--- src/rtl/alu_arbiter_if.sv ---
// ---------------------------------------------------------------------------
// alu_arbiter_if
// Requester-side bundle of alu_arbiter: two issue channels (VALID/READY with
// operands and opcode), the shared result bus with one strobe per requester,
// and the FLUSH request / BUSY status pair.
//   master : instruction sequencer (drives requests and FLUSH)
//   slave  : alu_arbiter (drives grants, results and BUSY)
// ---------------------------------------------------------------------------
interface alu_arbiter_if #(
   parameter int DWIDTH  = 8,
   parameter int OPWIDTH = 4
);
   logic               REQ0_VALID;
   logic               REQ1_VALID;
   logic               REQ0_READY;
   logic               REQ1_READY;
   logic [DWIDTH-1:0]  REQ0_A;
   logic [DWIDTH-1:0]  REQ0_B;
   logic [DWIDTH-1:0]  REQ1_A;
   logic [DWIDTH-1:0]  REQ1_B;
   logic [OPWIDTH-1:0] REQ0_S;
   logic [OPWIDTH-1:0] REQ1_S;
   logic               RSP0_VALID;
   logic               RSP1_VALID;
   logic [DWIDTH-1:0]  RSP_Y;
   logic               RSP_C;
   logic               RSP_V;
   logic               RSP_Z;
   logic               FLUSH;
   logic               BUSY;

   modport master (
      output REQ0_VALID, REQ1_VALID, REQ0_A, REQ0_B, REQ1_A, REQ1_B,
             REQ0_S, REQ1_S, FLUSH,
      input  REQ0_READY, REQ1_READY, RSP0_VALID, RSP1_VALID,
             RSP_Y, RSP_C, RSP_V, RSP_Z, BUSY
   );

   modport slave (
      input  REQ0_VALID, REQ1_VALID, REQ0_A, REQ0_B, REQ1_A, REQ1_B,
             REQ0_S, REQ1_S, FLUSH,
      output REQ0_READY, REQ1_READY, RSP0_VALID, RSP1_VALID,
             RSP_Y, RSP_C, RSP_V, RSP_Z, BUSY
   );
endinterface

--- src/rtl/alu_arbiter.sv ---
// ---------------------------------------------------------------------------
// alu_arbiter
// Shares one pipelined ALU between two requesters. Issue slots are granted
// round-robin, one operation per cycle. A tag (valid + requester id) follows
// each operation through the ALU latency so the result and flags are routed
// back to the requester that issued it. The block also owns ALU_CLR: it
// clears the ALU after reset and runs a drain-then-clear sequence on FLUSH.
//
// Ports
//   CLK, CLR_N       : clock (rising edge), asynchronous active-low reset
//   req (slave)      : requester handshakes, shared result bus, FLUSH/BUSY
//   ALU_A/B/S/CLR    : registered drive to the ALU
//   ALU_Y/C/V/Z      : ALU result and flags
// ---------------------------------------------------------------------------
module alu_arbiter #(
   parameter int DWIDTH  = 8,
   parameter int OPWIDTH = 4,
   parameter int ALU_LAT = 2,
   parameter int CLR_CYC = 2
) (
   input  logic               CLK,
   input  logic               CLR_N,
   alu_arbiter_if.slave       req,
   output logic [DWIDTH-1:0]  ALU_A,
   output logic [DWIDTH-1:0]  ALU_B,
   output logic [OPWIDTH-1:0] ALU_S,
   output logic               ALU_CLR,
   input  logic [DWIDTH-1:0]  ALU_Y,
   input  logic               ALU_C,
   input  logic               ALU_V,
   input  logic               ALU_Z
);

   localparam int CW = (CLR_CYC > 1) ? $clog2(CLR_CYC) : 1;

   typedef enum logic [1:0] {ST_INIT, ST_RUN, ST_DRAIN, ST_CLEAR} state_t;

   state_t              state_reg, state_next;
   logic [CW-1:0]       clr_cnt_reg, clr_cnt_next;
   logic                clr_reg, clr_next;

   // Id of the requester granted most recently; resets to 1 so REQ0 wins
   // the first contended cycle.
   logic                last_reg;

   logic [DWIDTH-1:0]   a_reg, b_reg;
   logic [OPWIDTH-1:0]  s_reg;

   // Issue-stage tag sits alongside ALU_A/B/S; the ALU_LAT-deep shift behind
   // it lines the tag up with the cycle in which ALU_Y holds that result.
   logic                iss_vld_reg, iss_id_reg;
   logic [ALU_LAT-1:0]  tag_vld_reg, tag_id_reg;
   logic [ALU_LAT-1:0]  tag_vld_next, tag_id_next;

   logic                rsp0_vld_reg, rsp1_vld_reg;
   logic [DWIDTH-1:0]   rsp_y_reg;
   logic                rsp_c_reg, rsp_v_reg, rsp_z_reg;

   logic                grant_en, rdy0, rdy1, xfer, win_id, in_flight;
   logic                out_vld, out_id;

   // ------------------------------------------------------------------
   // Grant logic (combinational)
   // ------------------------------------------------------------------
   assign grant_en = (state_reg == ST_RUN) && !req.FLUSH;
   assign rdy0     = grant_en && req.REQ0_VALID && (!req.REQ1_VALID || last_reg);
   assign rdy1     = grant_en && req.REQ1_VALID && (!req.REQ0_VALID || !last_reg);
   assign xfer     = rdy0 || rdy1;
   assign win_id   = rdy1;

   assign in_flight = iss_vld_reg || (|tag_vld_reg);
   assign out_vld   = tag_vld_reg[ALU_LAT-1];
   assign out_id    = tag_id_reg[ALU_LAT-1];

   // ------------------------------------------------------------------
   // Tag pipe next-state: stage 0 loads from the issue stage, every other
   // stage from its predecessor.
   // ------------------------------------------------------------------
   generate
      for (genvar gi = 0; gi < ALU_LAT; gi++) begin : g_tag
         if (gi == 0) begin : g_head
            assign tag_vld_next[gi] = iss_vld_reg;
            assign tag_id_next[gi]  = iss_id_reg;
         end else begin : g_body
            assign tag_vld_next[gi] = tag_vld_reg[gi-1];
            assign tag_id_next[gi]  = tag_id_reg[gi-1];
         end
      end
   endgenerate

   // ------------------------------------------------------------------
   // FSM: next state and ALU_CLR / clear counter
   // ------------------------------------------------------------------
   always_comb begin
      state_next   = state_reg;
      clr_cnt_next = clr_cnt_reg;
      clr_next     = clr_reg;
      case (state_reg)
         ST_INIT, ST_CLEAR: begin
            if (clr_cnt_reg == CW'(CLR_CYC - 1)) begin
               state_next   = ST_RUN;
               clr_next     = 1'b0;
               clr_cnt_next = '0;
            end else begin
               clr_cnt_next = clr_cnt_reg + 1'b1;
            end
         end
         ST_RUN: begin
            if (req.FLUSH) state_next = ST_DRAIN;
         end
         ST_DRAIN: begin
            // Entered on an edge, so this check happens at least one cycle
            // later even when nothing was in flight.
            if (!in_flight) begin
               state_next   = ST_CLEAR;
               clr_next     = 1'b1;
               clr_cnt_next = '0;
            end
         end
         default: state_next = ST_INIT;
      endcase
   end

   always_ff @(posedge CLK or negedge CLR_N) begin
      if (!CLR_N) begin
         state_reg   <= ST_INIT;
         clr_cnt_reg <= '0;
         clr_reg     <= 1'b1;
      end else begin
         state_reg   <= state_next;
         clr_cnt_reg <= clr_cnt_next;
         clr_reg     <= clr_next;
      end
   end

   // ------------------------------------------------------------------
   // Issue, tag pipe and result return
   // ------------------------------------------------------------------
   always_ff @(posedge CLK or negedge CLR_N) begin
      if (!CLR_N) begin
         last_reg     <= 1'b1;
         a_reg        <= '0;
         b_reg        <= '0;
         s_reg        <= '0;
         iss_vld_reg  <= 1'b0;
         iss_id_reg   <= 1'b0;
         tag_vld_reg  <= '0;
         tag_id_reg   <= '0;
         rsp0_vld_reg <= 1'b0;
         rsp1_vld_reg <= 1'b0;
         rsp_y_reg    <= '0;
         rsp_c_reg    <= 1'b0;
         rsp_v_reg    <= 1'b0;
         rsp_z_reg    <= 1'b0;
      end else begin
         iss_vld_reg <= xfer;
         iss_id_reg  <= win_id;
         tag_vld_reg <= tag_vld_next;
         tag_id_reg  <= tag_id_next;

         if (xfer) begin
            last_reg <= win_id;
            a_reg    <= win_id ? req.REQ1_A : req.REQ0_A;
            b_reg    <= win_id ? req.REQ1_B : req.REQ0_B;
            s_reg    <= win_id ? req.REQ1_S : req.REQ0_S;
         end

         rsp0_vld_reg <= out_vld && !out_id;
         rsp1_vld_reg <= out_vld && out_id;
         if (out_vld) begin
            rsp_y_reg <= ALU_Y;
            rsp_c_reg <= ALU_C;
            rsp_v_reg <= ALU_V;
            rsp_z_reg <= ALU_Z;
         end
      end
   end

   // ------------------------------------------------------------------
   // Outputs
   // ------------------------------------------------------------------
   assign req.REQ0_READY = rdy0;
   assign req.REQ1_READY = rdy1;
   assign req.RSP0_VALID = rsp0_vld_reg;
   assign req.RSP1_VALID = rsp1_vld_reg;
   assign req.RSP_Y      = rsp_y_reg;
   assign req.RSP_C      = rsp_c_reg;
   assign req.RSP_V      = rsp_v_reg;
   assign req.RSP_Z      = rsp_z_reg;
   assign req.BUSY       = (state_reg != ST_RUN) || in_flight;

   assign ALU_A   = a_reg;
   assign ALU_B   = b_reg;
   assign ALU_S   = s_reg;
   assign ALU_CLR = clr_reg;

endmodule

--- src/flat_wrapper.sv ---
// flat-port wrapper written by rule: the top's interface ports become plain ports
module alu_arbiter_flat 
#(
   parameter int DWIDTH  = 8,
   parameter int OPWIDTH = 4,
   parameter int ALU_LAT = 2,
   parameter int CLR_CYC = 2
)
  (CLK, CLR_N, ALU_A, ALU_B, ALU_S, ALU_CLR, ALU_Y, ALU_C, ALU_V, ALU_Z, req_REQ0_VALID, req_REQ1_VALID, req_REQ0_A, req_REQ0_B, req_REQ1_A, req_REQ1_B, req_REQ0_S, req_REQ1_S, req_FLUSH, req_REQ0_READY, req_REQ1_READY, req_RSP0_VALID, req_RSP1_VALID, req_RSP_Y, req_RSP_C, req_RSP_V, req_RSP_Z, req_BUSY);
  alu_arbiter_if #(.DWIDTH(DWIDTH), .OPWIDTH(OPWIDTH)) req_i ();
  input  logic CLK;
  input  logic CLR_N;
  output logic [DWIDTH-1:0] ALU_A;
  output logic [DWIDTH-1:0] ALU_B;
  output logic [OPWIDTH-1:0] ALU_S;
  output logic ALU_CLR;
  input  logic [DWIDTH-1:0] ALU_Y;
  input  logic ALU_C;
  input  logic ALU_V;
  input  logic ALU_Z;
  input wire logic [$bits(req_i.REQ0_VALID)-1:0] req_REQ0_VALID;
  input wire logic [$bits(req_i.REQ1_VALID)-1:0] req_REQ1_VALID;
  input wire logic [$bits(req_i.REQ0_A)-1:0] req_REQ0_A;
  input wire logic [$bits(req_i.REQ0_B)-1:0] req_REQ0_B;
  input wire logic [$bits(req_i.REQ1_A)-1:0] req_REQ1_A;
  input wire logic [$bits(req_i.REQ1_B)-1:0] req_REQ1_B;
  input wire logic [$bits(req_i.REQ0_S)-1:0] req_REQ0_S;
  input wire logic [$bits(req_i.REQ1_S)-1:0] req_REQ1_S;
  input wire logic [$bits(req_i.FLUSH)-1:0] req_FLUSH;
  output wire logic [$bits(req_i.REQ0_READY)-1:0] req_REQ0_READY;
  output wire logic [$bits(req_i.REQ1_READY)-1:0] req_REQ1_READY;
  output wire logic [$bits(req_i.RSP0_VALID)-1:0] req_RSP0_VALID;
  output wire logic [$bits(req_i.RSP1_VALID)-1:0] req_RSP1_VALID;
  output wire logic [$bits(req_i.RSP_Y)-1:0] req_RSP_Y;
  output wire logic [$bits(req_i.RSP_C)-1:0] req_RSP_C;
  output wire logic [$bits(req_i.RSP_V)-1:0] req_RSP_V;
  output wire logic [$bits(req_i.RSP_Z)-1:0] req_RSP_Z;
  output wire logic [$bits(req_i.BUSY)-1:0] req_BUSY;
  assign req_i.REQ0_VALID = req_REQ0_VALID;
  assign req_i.REQ1_VALID = req_REQ1_VALID;
  assign req_i.REQ0_A = req_REQ0_A;
  assign req_i.REQ0_B = req_REQ0_B;
  assign req_i.REQ1_A = req_REQ1_A;
  assign req_i.REQ1_B = req_REQ1_B;
  assign req_i.REQ0_S = req_REQ0_S;
  assign req_i.REQ1_S = req_REQ1_S;
  assign req_i.FLUSH = req_FLUSH;
  assign req_REQ0_READY = req_i.REQ0_READY;
  assign req_REQ1_READY = req_i.REQ1_READY;
  assign req_RSP0_VALID = req_i.RSP0_VALID;
  assign req_RSP1_VALID = req_i.RSP1_VALID;
  assign req_RSP_Y = req_i.RSP_Y;
  assign req_RSP_C = req_i.RSP_C;
  assign req_RSP_V = req_i.RSP_V;
  assign req_RSP_Z = req_i.RSP_Z;
  assign req_BUSY = req_i.BUSY;
  alu_arbiter #(.DWIDTH(DWIDTH), .OPWIDTH(OPWIDTH), .ALU_LAT(ALU_LAT), .CLR_CYC(CLR_CYC)) u_core (.CLK(CLK), .CLR_N(CLR_N), .req(req_i), .ALU_A(ALU_A), .ALU_B(ALU_B), .ALU_S(ALU_S), .ALU_CLR(ALU_CLR), .ALU_Y(ALU_Y), .ALU_C(ALU_C), .ALU_V(ALU_V), .ALU_Z(ALU_Z));
endmodule
--- config.mk ---
export PLATFORM = sky130hd
export DESIGN_NAME = alu_arbiter_flat
export DESIGN_NICKNAME = d
export VERILOG_FILES = /design/src/rtl/alu_arbiter_if.sv /design/src/rtl/alu_arbiter.sv /design/src/flat_wrapper.sv
export SDC_FILE = /design/constraint.sdc
export NUM_CORES = 1
export LEC_CHECK = 0
export ABC_AREA = 1
export CAP_MARGIN = 0
export CELL_PAD_IN_SITES_DETAIL_PLACEMENT = 0
export CELL_PAD_IN_SITES_GLOBAL_PLACEMENT = 1
export CORE_MARGIN = 1
export CORE_UTILIZATION = 26
export CTS_BUF_LIST = sky130_fd_sc_hd__clkbuf_16
export DETAILED_ROUTE_END_ITERATION = 7
export PLACE_DENSITY = 0.81
export SLEW_MARGIN = 30
export SYNTH_ARGS = -nofsm -noshare
export SYNTH_HDL_FRONTEND = slang
export SYNTH_SLANG_ARGS = --single-unit
--- constraint.sdc ---
create_clock -name CLK -period 1.4 [get_ports CLK]
set_input_delay 0.14 -clock CLK [delete_from_list [all_inputs] [get_ports CLK]]
set_output_delay 0.14 -clock CLK [all_outputs]
set_load 0.01 [all_outputs]
Word level (Yosys, flattened, before mapping)
Index checks and enable logic that the tools add are counted.
- add/sub/neg operators: 1
- equality and inequality tests: 7
- muxes and demuxes: 13
- reductions and logical operators: 24
- operator list (cell ; number):
    $mux W8 ; 2
    $logic_and A1 B1 Y1 ; 7
    $mux W2 ; 3
    $pmux W2 S3 ; 1
    $reduce_and A3 Y1 ; 2
    $logic_not A1 Y1 ; 5
    $logic_or A1 B1 Y1 ; 5
    $eq A2 B2 Y1 const B ; 2
    $mux W1 ; 4
    $mux W4 ; 1
    $ne A2 B1 Y1 const B ; 2
    $ne A2 B2 Y1 const B ; 2
    $pmux W1 S2 ; 2
    $reduce_or A2 Y1 ; 2
    $eq A2 B1 Y1 const B ; 1
    $logic_not A2 Y1 ; 1
    $reduce_and A2 Y1 ; 1
    $reduce_bool A2 Y1 ; 1
    $add A1 B1 Y1 const B ; 1
- register bits: 44
- input port bits: 56
- output and inout bits: 37
- logic and storage cells: 62

Depth between registers and ports, before layout
- depth in word-level cells: 5
- mapped depth: 10
- gate-level depth less buffers: 9

Worst setup path before layout
OpenSTA, ideal clock, no wires.
- path type: flip-flop to flip-flop
- from: reg u_core.state_reg[1]
- to: reg u_core.a_reg[7], in the netlist u_core.ALU_A[7]
- setup time: 118 ps
- arrival: 1275 ps
- data required time: 1282 ps
- path slack: 7 ps
- stages on the path, launching flop included: 11
- buffers on the path: 1
- period minus slack after synthesis: 1393 ps
- cell sequence: dfrtp_1 -> inv_1 -> ha_1 -> inv_2 -> nor2_4 -> nand3_1 -> nand2_1 -> inv_2 -> buf_2 -> nand2_1 -> nand2_1
- longest elaborated chain between the ends: 5
- elaborated cells between the ends (all ways): 8
- classes of those cells: eq/ne: 1; mux: 1; reduce/logical: 6
- RTL lines (item ; RTL line ; RTL):
    start: declaration ; alu_arbiter.sv:38 ; state_t state_reg, state_next;
    start signal: assignment ; alu_arbiter.sv:130 ; state_reg <= state_next;
    $eq A2 B1 Y1 (*) ; alu_arbiter.sv:65 ; assign grant_en = (state_reg == ST_RUN) && !req.FLUSH;
    $logic_and A1 B1 Y1 (*) ; alu_arbiter.sv:65 ;
    $logic_and A1 B1 Y1, on equally long branches (2 in a row) ; alu_arbiter.sv:67, alu_arbiter.sv:66 ;
    $mux W8 or $logic_or A1 B1 Y1 (tied branches) ; alu_arbiter.sv:163, alu_arbiter.sv:68 ;
    end signal: assignment ; alu_arbiter.sv:163 ; a_reg <= win_id ? req.REQ1_A : req.REQ0_A;
    end: declaration ; alu_arbiter.sv:46 ; logic [DWIDTH-1:0] a_reg, b_reg;
Mark *: on every way between the ends. The rest lies on a longest branch, timed or not.
A chain may end at the register's enable or synchronous reset.

Final worst setup path
- from: reg u_core.state_reg[0]
- to: reg u_core.s_reg[2], in the netlist u_core.ALU_S[2]
- longest elaborated chain between the ends: 5
- elaborated cells between the ends (all ways): 8
- classes of those cells: eq/ne: 1; mux: 1; reduce/logical: 6
- RTL lines (item ; RTL line ; RTL):
    $eq A2 B1 Y1 (*) ; alu_arbiter.sv:65 ;
    $logic_and A1 B1 Y1 (*) ; alu_arbiter.sv:65 ;
    $logic_and A1 B1 Y1, on equally long branches (2 in a row) ; alu_arbiter.sv:67, alu_arbiter.sv:66 ;
    $mux W4 or $logic_or A1 B1 Y1 (tied branches) ; alu_arbiter.sv:165, alu_arbiter.sv:68 ;
    end signal: assignment ; alu_arbiter.sv:165 ; s_reg <= win_id ? req.REQ1_S : req.REQ0_S;
    end: declaration ; alu_arbiter.sv:47 ; logic [OPWIDTH-1:0] s_reg;
Marks and branches as above.

==> key figures <==
Place
  • Input/output buffers: 92
  • DP HPWL: around 3900 um
  • Post-DP Area: approximately 3200 um^2
  • GPL Wtd Cong: between 0.7 and 0.8

Power and ir drop
  • Sequential group share of total power: between 30% and 40%
  • Pint: ~0.0044 W
  • Switch share: about a third
  • Combinational Power Share: about 49%
  • Switching pwr: 0.00236 W
  • Pleak: roughly 1.9 nW
  • Peak supply drop: around 0.65 mV
  • Pwr dens: ~1800 nW/um^2
  • Clock power frac: 19.3%

Clock tree
  • Clock buffer count from CTS: 5
  • CTS tree: yes
  • CTS Sinks: 44
  • Root Driver: clkbuf_16
  • Clock Pin Slew Worst Setup and Hold Paths: 0.06 ns
  • Skew-Pair Late Insertion Delay: approximately 0.28 ns
  • Htree depth: 2
  • CTS Buffer Depth: 2

Synth
  • Avg Cell Area, Syn: roughly 7.7 um^2
  • Syn Nets: between 300 and 400
  • Flops & latches, synth: 44
  • Unique cell type count in the Yosys netlist: 16
  • Synth Cell Area: between 2000 and 2500 um^2
  • Seq/Total Area, Yosys: a little over half
  • Ys Warns: 0
  • Post-synthesis cell count: 273

Floorplan
  • Die ar.: around 8400 um^2
  • FP Rows: 32
  • Die Height: slightly above 90 um
  • Core area: ~7800 um^2
  • Initial Util: a little over a quarter
  • Die extent in x: a little over 90 um
  • Io pins: 93

Critical path
  • Setup crit start kind: flop
  • CP bufs+invs: 3
  • CP arrival: approximately 1.7 ns
  • Crit path kind: flop to flop
  • Critical path cell sequence: ha_4 > nand4_1 > buf_4 > buf_6 > nand2_8 > clkbuf_16 > nand3_1 > nand2_1
  • Peak fanout along the critical path: 5
  • Worst EP required: ~1.6 ns
  • CP top delay family: buffers and inverters
  • Slowest CP cell: dfrtp_1
  • CP peak stage delay: 0.42 ns
  • Endpoint type of the worst setup path: flop

STA
  • Final worst slack: -0.118 ns
  • Worst Skew: approximately 0.0054 ns
  • Post-route setup TNS: -1.79 ns
  • Slew Limit Headroom: 70.9%
  • Fin. Hold Viols: 0
  • Min Tclk post-route: 1.52 ns
  • Slew Viols, Final: 0
  • Worst-Margin Slew: 0.437 ns
  • Final setup fails: 21
  • Final Cycle Share: 108%
  • RSZ-0062 raised after global routing: true
  • Fmax: around 660 MHz

Run status
  • Failing checks: setup timing
  • Outcome: complete, but fails checks

Cells and area
  • Layout Nets: 440
  • Share of cells above drive strength 1: a little under a fifth
  • FF+latch area: around 1100 um^2
  • Area Growth Syn to Fin: 75.4%
  • Ant diodes: 0
  • Fin area: between 3000 and 4000 um^2
  • Multi-input logic area: approximately 870 um^2
  • Fill cell count: 750

Routing
  • DRT iter0 DRCs: 64
  • Pre-antenna DRT Iters: 4
  • Routed len/inst: ~13 um
  • Vias per Instance: approximately 4.4
  • Antenna Nets Post-Route: 0
  • Overall routed net length: roughly 6200 um
  • Drt drc: 0
  • Vias: about 2,100

Global routing
  • Grt total ovfl: 0
  • Overall routing resource usage: approximately 15%
  • Initial antenna violation count: 0
  • Vias in the first global route: 2,106
  • Largest net degree at the start of global routing: 29
  • First-pass GRT wire length: 9980 um

Min path
  • Min-Delay Path Class: input port to asynchronous set/reset pin

Run
  • Max-cap violations: 0
power by group through the flow:
stage                     clock (W)  sequential (W)  combinational, W
after floorplan                   0         0.00233           0.00111
after global placement            0         0.00216           0.00278
after detailed placement          0         0.00215           0.00283
after CTS                   0.00135         0.00216           0.00312
after global routing        0.00140         0.00223           0.00365
final                       0.00131         0.00216           0.00331
Yosys cell counts:
| library cell | number | area [um^2] |
|---|---|---|
| or2_2 | 1 | 6.26 |
| a31oi_1 | 1 | 6.26 |
| inv_2 | 2 | 7.51 |
| ha_1 | 2 | 25.0 |
| buf_4 | 2 | 15.0 |
| nand2_1 | 104 | 390 |
| nor2_4 | 1 | 11.3 |
| nand3_1 | 24 | 120 |
| nand4_1 | 24 | 150 |
| dfrtp_1 | 42 | 1050 |
| buf_2 | 6 | 30.0 |
| inv_1 | 52 | 195 |
| nor2_1 | 3 | 11.3 |
| o21ai_0 | 1 | 5.00 |
| dfstp_2 | 2 | 52.6 |
| clkbuf_1 | 6 | 22.5 |
final cells by class:
class	count	area share (%)
clock buffer	5	3.40
clock inverter	3	1.15
inverter	54	5.91
multi-input combinational	161	23.7
sequential	44	30.0
tap	102	3.46
timing repair buffer	116	32.4
per-layer routing:
layer	share of wire, %	track usage [%]	vias up
met4	3.2	7.16	0
met5	0	0	-
met1	45	18.9	984
li1	-	-	1055
met2	47	24.4	73
met3	5.5	3.90	19
kinds of logic (layout without fill, tap and decap cells):
logic type                 after synthesis  in the layout  synth area share (%)
and+or+nand+nor                        157            157                  32.8
buffers and inverters                   68            178                  12.9
DFF                                     44             44                  52.6
adders and majority gates                2              2                  1.19
AOI/OAI and AO/OA                        2              2                 0.536
path summary, 6_finish.rpt:
path                                           from                    to  slack [ns]  cells after the start
worst max-delay path            u_core.state_reg[0]       u_core.ALU_S[2]       -0.12                      8
worst min-delay path                          CLR_N       u_core.ALU_A[4]        0.35                      2
worst max register to register  u_core.state_reg[0]       u_core.ALU_S[2]       -0.12                      8
worst min register to register    u_core.iss_id_reg  u_core.tag_id_reg[0]        0.35                      0
max in group asynchronous                     CLR_N        u_core.ALU_CLR        0.48                      3
min in group CLK                  u_core.iss_id_reg  u_core.tag_id_reg[0]        0.35                      0
metrics by stage:
| stage | utilization [%] | hold WS, ns | std cells | power, W | setup slack (ns) |
|---|---|---|---|---|---|
| after global routing | 47.4 | 0.353 | 485 | 0.00727 | -0.187 |
| after CTS | 46.2 | 0.347 | 484 | 0.00662 | -0.0715 |
| after detailed placement | 41.4 | 0.111 | 470 | 0.00497 | -0.368 |
| after global placement | 41.4 | 0.114 | 470 | 0.00494 | -0.373 |
| after floorplan | - | -0.156 | 273 | 0.00344 | 0.00708 |
| final | 47.4 | 0.348 | 485 | 0.00678 | -0.118 |
repair_timing:
item / in CTS / in global routing
endpoints found under the hold margin: 16 / 0
buffers inserted: 3 / 1
endpoints found under the setup margin: 28 / 28
cloned: 2 / 1
hold buffers: 1 / 0
pin swaps: 6 / 15
gates resized for setup: 44 / 21
placed cells by master (no fill, tap or decap):
cell type / count
nand2_1: 99
buf_2: 3
clkdlybuf4s50_1: 87
buf_6: 3
dlygate4sd2_1: 1
nand3_1: 6
nor2_1: 3
nand3_2: 18
dfstp_2: 2
a31oi_1: 1
buf_12: 2
inv_12: 1
nand2_2: 4
dfrtp_1: 42
clkbuf_16: 6
buf_8: 2
ha_4: 2
clkinv_1: 1
bufinv_16: 1
or2_4: 1
o21ai_2: 1
inv_4: 1
nor2_4: 1
inv_1: 48
buf_16: 2
dlygate4sd3_1: 1
inv_2: 4
nand2_8: 1
nand4_1: 24
clkinv_4: 1
buf_4: 14
Power figures use the tool's default switching activity.
==> edit 1: new RTL, same flow settings <==
`OPWIDTH` is set to 4 in 3 places; all go to 5.
--- a/src/rtl/alu_arbiter_if.sv
+++ b/src/rtl/alu_arbiter_if.sv
@@ -8,7 +8,7 @@
 // ---------------------------------------------------------------------------
 interface alu_arbiter_if #(
    parameter int DWIDTH  = 8,
-   parameter int OPWIDTH = 4
+   parameter int OPWIDTH = 5
 );
    logic               REQ0_VALID;
    logic               REQ1_VALID;
--- a/src/rtl/alu_arbiter.sv
+++ b/src/rtl/alu_arbiter.sv
@@ -14,7 +14,7 @@
 // ---------------------------------------------------------------------------
 module alu_arbiter #(
    parameter int DWIDTH  = 8,
-   parameter int OPWIDTH = 4,
+   parameter int OPWIDTH = 5,
    parameter int ALU_LAT = 2,
    parameter int CLR_CYC = 2
 ) (
--- a/src/flat_wrapper.sv
+++ b/src/flat_wrapper.sv
@@ -2,7 +2,7 @@
 module alu_arbiter_flat 
 #(
    parameter int DWIDTH  = 8,
-   parameter int OPWIDTH = 4,
+   parameter int OPWIDTH = 5,
    parameter int ALU_LAT = 2,
    parameter int CLR_CYC = 2
 )
Interface: changed (resized ALU_S, req_REQ0_S and req_REQ1_S); port bits go from 93 to 96. The function was not compared with the original's and may differ.
==> edit 1 against the unedited design <==
  * The run still ends with negative setup slack left
  * Setup slack gained 0.057 ns
  * Routed wire length shrank 1.1%
  * Die area grew 2.7%
  * Highest routed layer unchanged
  * Synthesized cell count grew 2.9%
  * Final area grew 0.75%
  * Largest cell class unchanged
  * Power grew 0.25%
  * Area after synthesis grew 2.7%
  * Sequential cell count grew 1
==> edit 1: results (changes against the unedited design) <==
critPathMaxFanout: 7  # was 5
design_area_mm2: 0.00371  # was 0.00368 mm^2
drt_iter0_markers: 93  # was 64
setup_viol: 23  # was 21
worst_path_largest_cell_delay_ns: 0.38  # was 0.42 ns
grt_use_met2_pct: 25.9  # was 24.4%
pre_cts_ws_ns: -0.304  # was -0.368 ns
fillers: 774  # was 750
crit_start: "u_core.state_reg[1]"  # was u_core.state_reg[0]
setup_slack_ns: -0.0610  # was -0.118 ns
cp-endpoint: "u_core.ALU_S[0]"  # was u_core.ALU_S[2]
holdWs_ns: 0.322  # was 0.348 ns
drive_gt1_share_pct: 16.8  # was 18.3%
met3_usage_pct: 4.47  # was 3.90%
power.leakage_nw: 1.94  # was 1.87 nW
io_buffer_count: 95  # was 92
track_usage_pct: 15.0  # was 15.2%
grt_first_pass_wirelength_mm: 10.3  # was 9.98 mm
finalNetCount: 460  # was 440
status: "complete, but fails checks"  # unchanged
worstRegToRegCells: 11  # was 8
yosys-top-cells-area: "dfrtp_1, nand2_1, inv_1, nand4_1, nand3_1"  # unchanged
grt_max_degree: 23  # was 29
via_per_inst: 4.32  # was 4.39
synth.distinct_cells: 17  # was 16
cp.arrival_ns: 1.63  # was 1.74 ns
postSynthCellCount: 281  # was 273
violations: "negative setup slack"  # unchanged
fin_skew_ns: 0.00498  # was 0.00539 ns
wl_per_cell_um: 12.1  # was 12.7 um
hpwlAfterDp_mm: 4.34  # was 3.90 mm
synth_seq_area_share_pct: 52.3  # was 52.6%
-- edit 1: changes by cell type after synthesis --
cell,delta
inv_1,+2
nand2_1,+2
dfrtp_1,+1
nand2_2,+1
nand3_1,+1
nand4_1,+1
-- edit 1: logic make-up (layout without fill, tap and decap cells) --
kind of cell	count (synthesis)	in the layout	share of synthesized area (%)
compound gates	2	2	0.522
simple gates	162	162	33.1
fa+ha+maj	2	2	1.16
buf+inv	70	189	12.9
flops	45	45	52.3
-- edit 1: final cells by class --
type                       count  area [um^2]  share of cell area [%]
clock buffer                   5          125                    3.37
clock inverter                 2         35.0                   0.944
inverter                      56          220                    5.93
multi-input combinational    166          827                    22.3
sequential                    45         1130                    30.4
tap                          102          128                    3.44
timing repair buffer         126         1250                    33.6
-- edit 1: timing repair --
action                     4_1_cts  5_1_grt
gates cloned                     1        0
setup buffers                    6        3
gates resized for setup         44        8
pin swaps                        6        0
hold buffers                     1        0
setup endpoints to repair       28       26
hold endpoints to repair        14        0
-- edit 1: metal layers --
metal / wire length (um) / vias up
met5: 0 / -
met4: 70 / 0
met3: 367 / 6
met2: 2940 / 76
met1: 2710 / 995
li1: - / 1093
-- edit 1: stage by stage --
stage	util, %	setup TNS [ns]	power, W	std cells
floorplan	-	0	0.00353	281
global placement	42.4	-5.78	0.00517	486
detailed placement	42.4	-5.91	0.00523	486
CTS	46.5	-0.447	0.00680	499
global route	47.0	-2.97	0.00728	502
finish	47.0	-0.917	0.00680	502
-- edit 1: power breakdown --
group / switching (W) / internal [W] / total, W / leakage, nW
clock network: 0.000458 / 0.000828 / 0.00129 / 0.0797
logic: 0.00152 / 0.00176 / 0.00328 / 1.30
registers: 0.000350 / 0.00188 / 0.00223 / 0.562
total: 0.00232 / 0.00447 / 0.00680 / 1.94
==> edit 2: new RTL, same settings <==
Without the edit above. The 4 states of `state_t` get a Gray code encoding in 2 bits.
--- a/src/rtl/alu_arbiter.sv
+++ b/src/rtl/alu_arbiter.sv
@@ -33,7 +33,7 @@
 
    localparam int CW = (CLR_CYC > 1) ? $clog2(CLR_CYC) : 1;
 
-   typedef enum logic [1:0] {ST_INIT, ST_RUN, ST_DRAIN, ST_CLEAR} state_t;
+   typedef enum logic [1:0] {ST_INIT = 2'b00, ST_RUN = 2'b01, ST_DRAIN = 2'b11, ST_CLEAR = 2'b10} state_t;
 
    state_t              state_reg, state_next;
    logic [CW-1:0]       clr_cnt_reg, clr_cnt_next;
Formal check against the unedited RTL: same outputs for any inputs over 10 cycles, from zero or initial values; not proved beyond that.
==> edit 2 against the unedited design <==
  * The run still ends with negative setup slack left
  * Routed wire length is 3.4% lower
  * Maximum frequency increased by 5.3%
  * Clock skew is 0.0015 ns lower
  * Area after synthesis grew 2.0%
  * Final area down 2.0%
  * Sequential share of layout area grew 0.61 points
  * Critical path depth shrank 3
  * Setup slack better by 0.077 ns
  * Sequential cell count stayed put
  * Power shrank 9.1%
  * Critical path type is now flip-flop to output port
  * Largest power group unchanged
==> edit 2: results (changes against the unedited design) <==
ir_drop_uv: 599  # was 647 uV
rrSetupSlack_ns: 0.01  # was -0.12 ns
power.leakage_nw: 1.86  # was 1.87 nW
pre_cts_ws_ns: -0.365  # was -0.368 ns
track_usage_pct: 14.3  # was 15.2%
tightest_slew_ns: 0.400  # was 0.437 ns
synth_seq_area_share_pct: 51.5  # was 52.6%
worst_path_largest_cell_delay_ns: 0.55  # was 0.42 ns
crit_slowest_cell: "dfstp_2"  # was dfrtp_1
met3_usage_pct: 3.61  # was 3.90%
drt_wl_total_mm: 5.94  # was 6.16 mm
cp.arrival_ns: 1.30  # was 1.74 ns
grt_pass1_vias: 1990  # was 2106
dr_wl_met3_um: 299  # was 339 um
synth_nets: 328  # was 331
violations: "negative setup slack"  # unchanged
status: "complete, but fails checks"  # unchanged
path_delay_family: "flip-flops"  # was buffers and inverters
via_per_inst: 4.32  # was 4.39
met1_length_mm: 2.57  # was 2.75 mm
fin_skew_ns: 0.00385  # was 0.00539 ns
setup_viol: 1  # was 21
netSwitchingPower_w: 0.00212  # was 0.00236 W
synth_common_cells: "nand2_1, inv_1, nand3_1"  # was nand2_1, inv_1, dfrtp_1
setup_slack_ns: -0.0413  # was -0.118 ns
hpwlAfterDp_mm: 3.95  # was 3.90 mm
synth.distinct_cells: 18  # was 16
-- edit 2: cell types whose count changed in the layout (fill, tap and decap cells not counted), sizes merged, moves of 2 or more --
| cell | delta |
|---|---|
| nand3 | +38 |
| nand4 | -24 |
| nand2 | -16 |
| buf | -4 |
| clkinvlp | +2 |
| ha | -2 |
-- edit 2: area by class of cell --
| class | instances | area, um^2 |
|---|---|---|
| Clock inverter | 3 | 23.8 |
| Fill cell | 771 | 4240 |
| Clock buffer | 5 | 125 |
| Sequential cell | 44 | 1100 |
| Tap cell | 102 | 128 |
| Timing Repair Buffer | 113 | 1190 |
| Inverter | 55 | 209 |
| Multi-Input combinational cell | 159 | 835 |
-- edit 2: timing repair --
action,CTS,global route
hold endpoints to repair,14,0
pin swaps,3,9
hold buffers,1,0
buffers inserted,4,1
cloned,3,0
setup endpoints to repair,25,24
gates resized for setup,35,11
-- edit 2: path summary, 6_finish.rpt --
check	from	to	cells past startpoint
worst max-delay path	u_core.last_reg	req_REQ0_READY	5
worst min-delay path	CLR_N	u_core.req.RSP_Y[2]	2
worst max register to register	u_core.last_reg	u_core.iss_vld_reg	6
worst min register to register	u_core.tag_id_reg[0]	u_core.tag_id_reg[1]	0
max in group asynchronous	CLR_N	u_core.ALU_B[3]	3
min in group CLK	u_core.tag_id_reg[0]	u_core.tag_id_reg[1]	0
-- edit 2: through the flow --
step                      area (um^2)  power [W]
final                            3610    0.00616
after global routing             3610    0.00660
after CTS                        3560    0.00623
after detailed placement         3210    0.00481
after global placement           3210    0.00477
after floorplan                  2140    0.00335
-- edit 2: cells by family (layout without fill, tap and decap cells) --
logic type             Yosys count  count (layout)  synth area share (%)
AND/OR/NAND/NOR                154             154                  33.7
buffers and inverters           69             176                  13.4
flip-flops                      44              44                  51.5
AO/OA/AOI/OAI                    5               5                  1.40
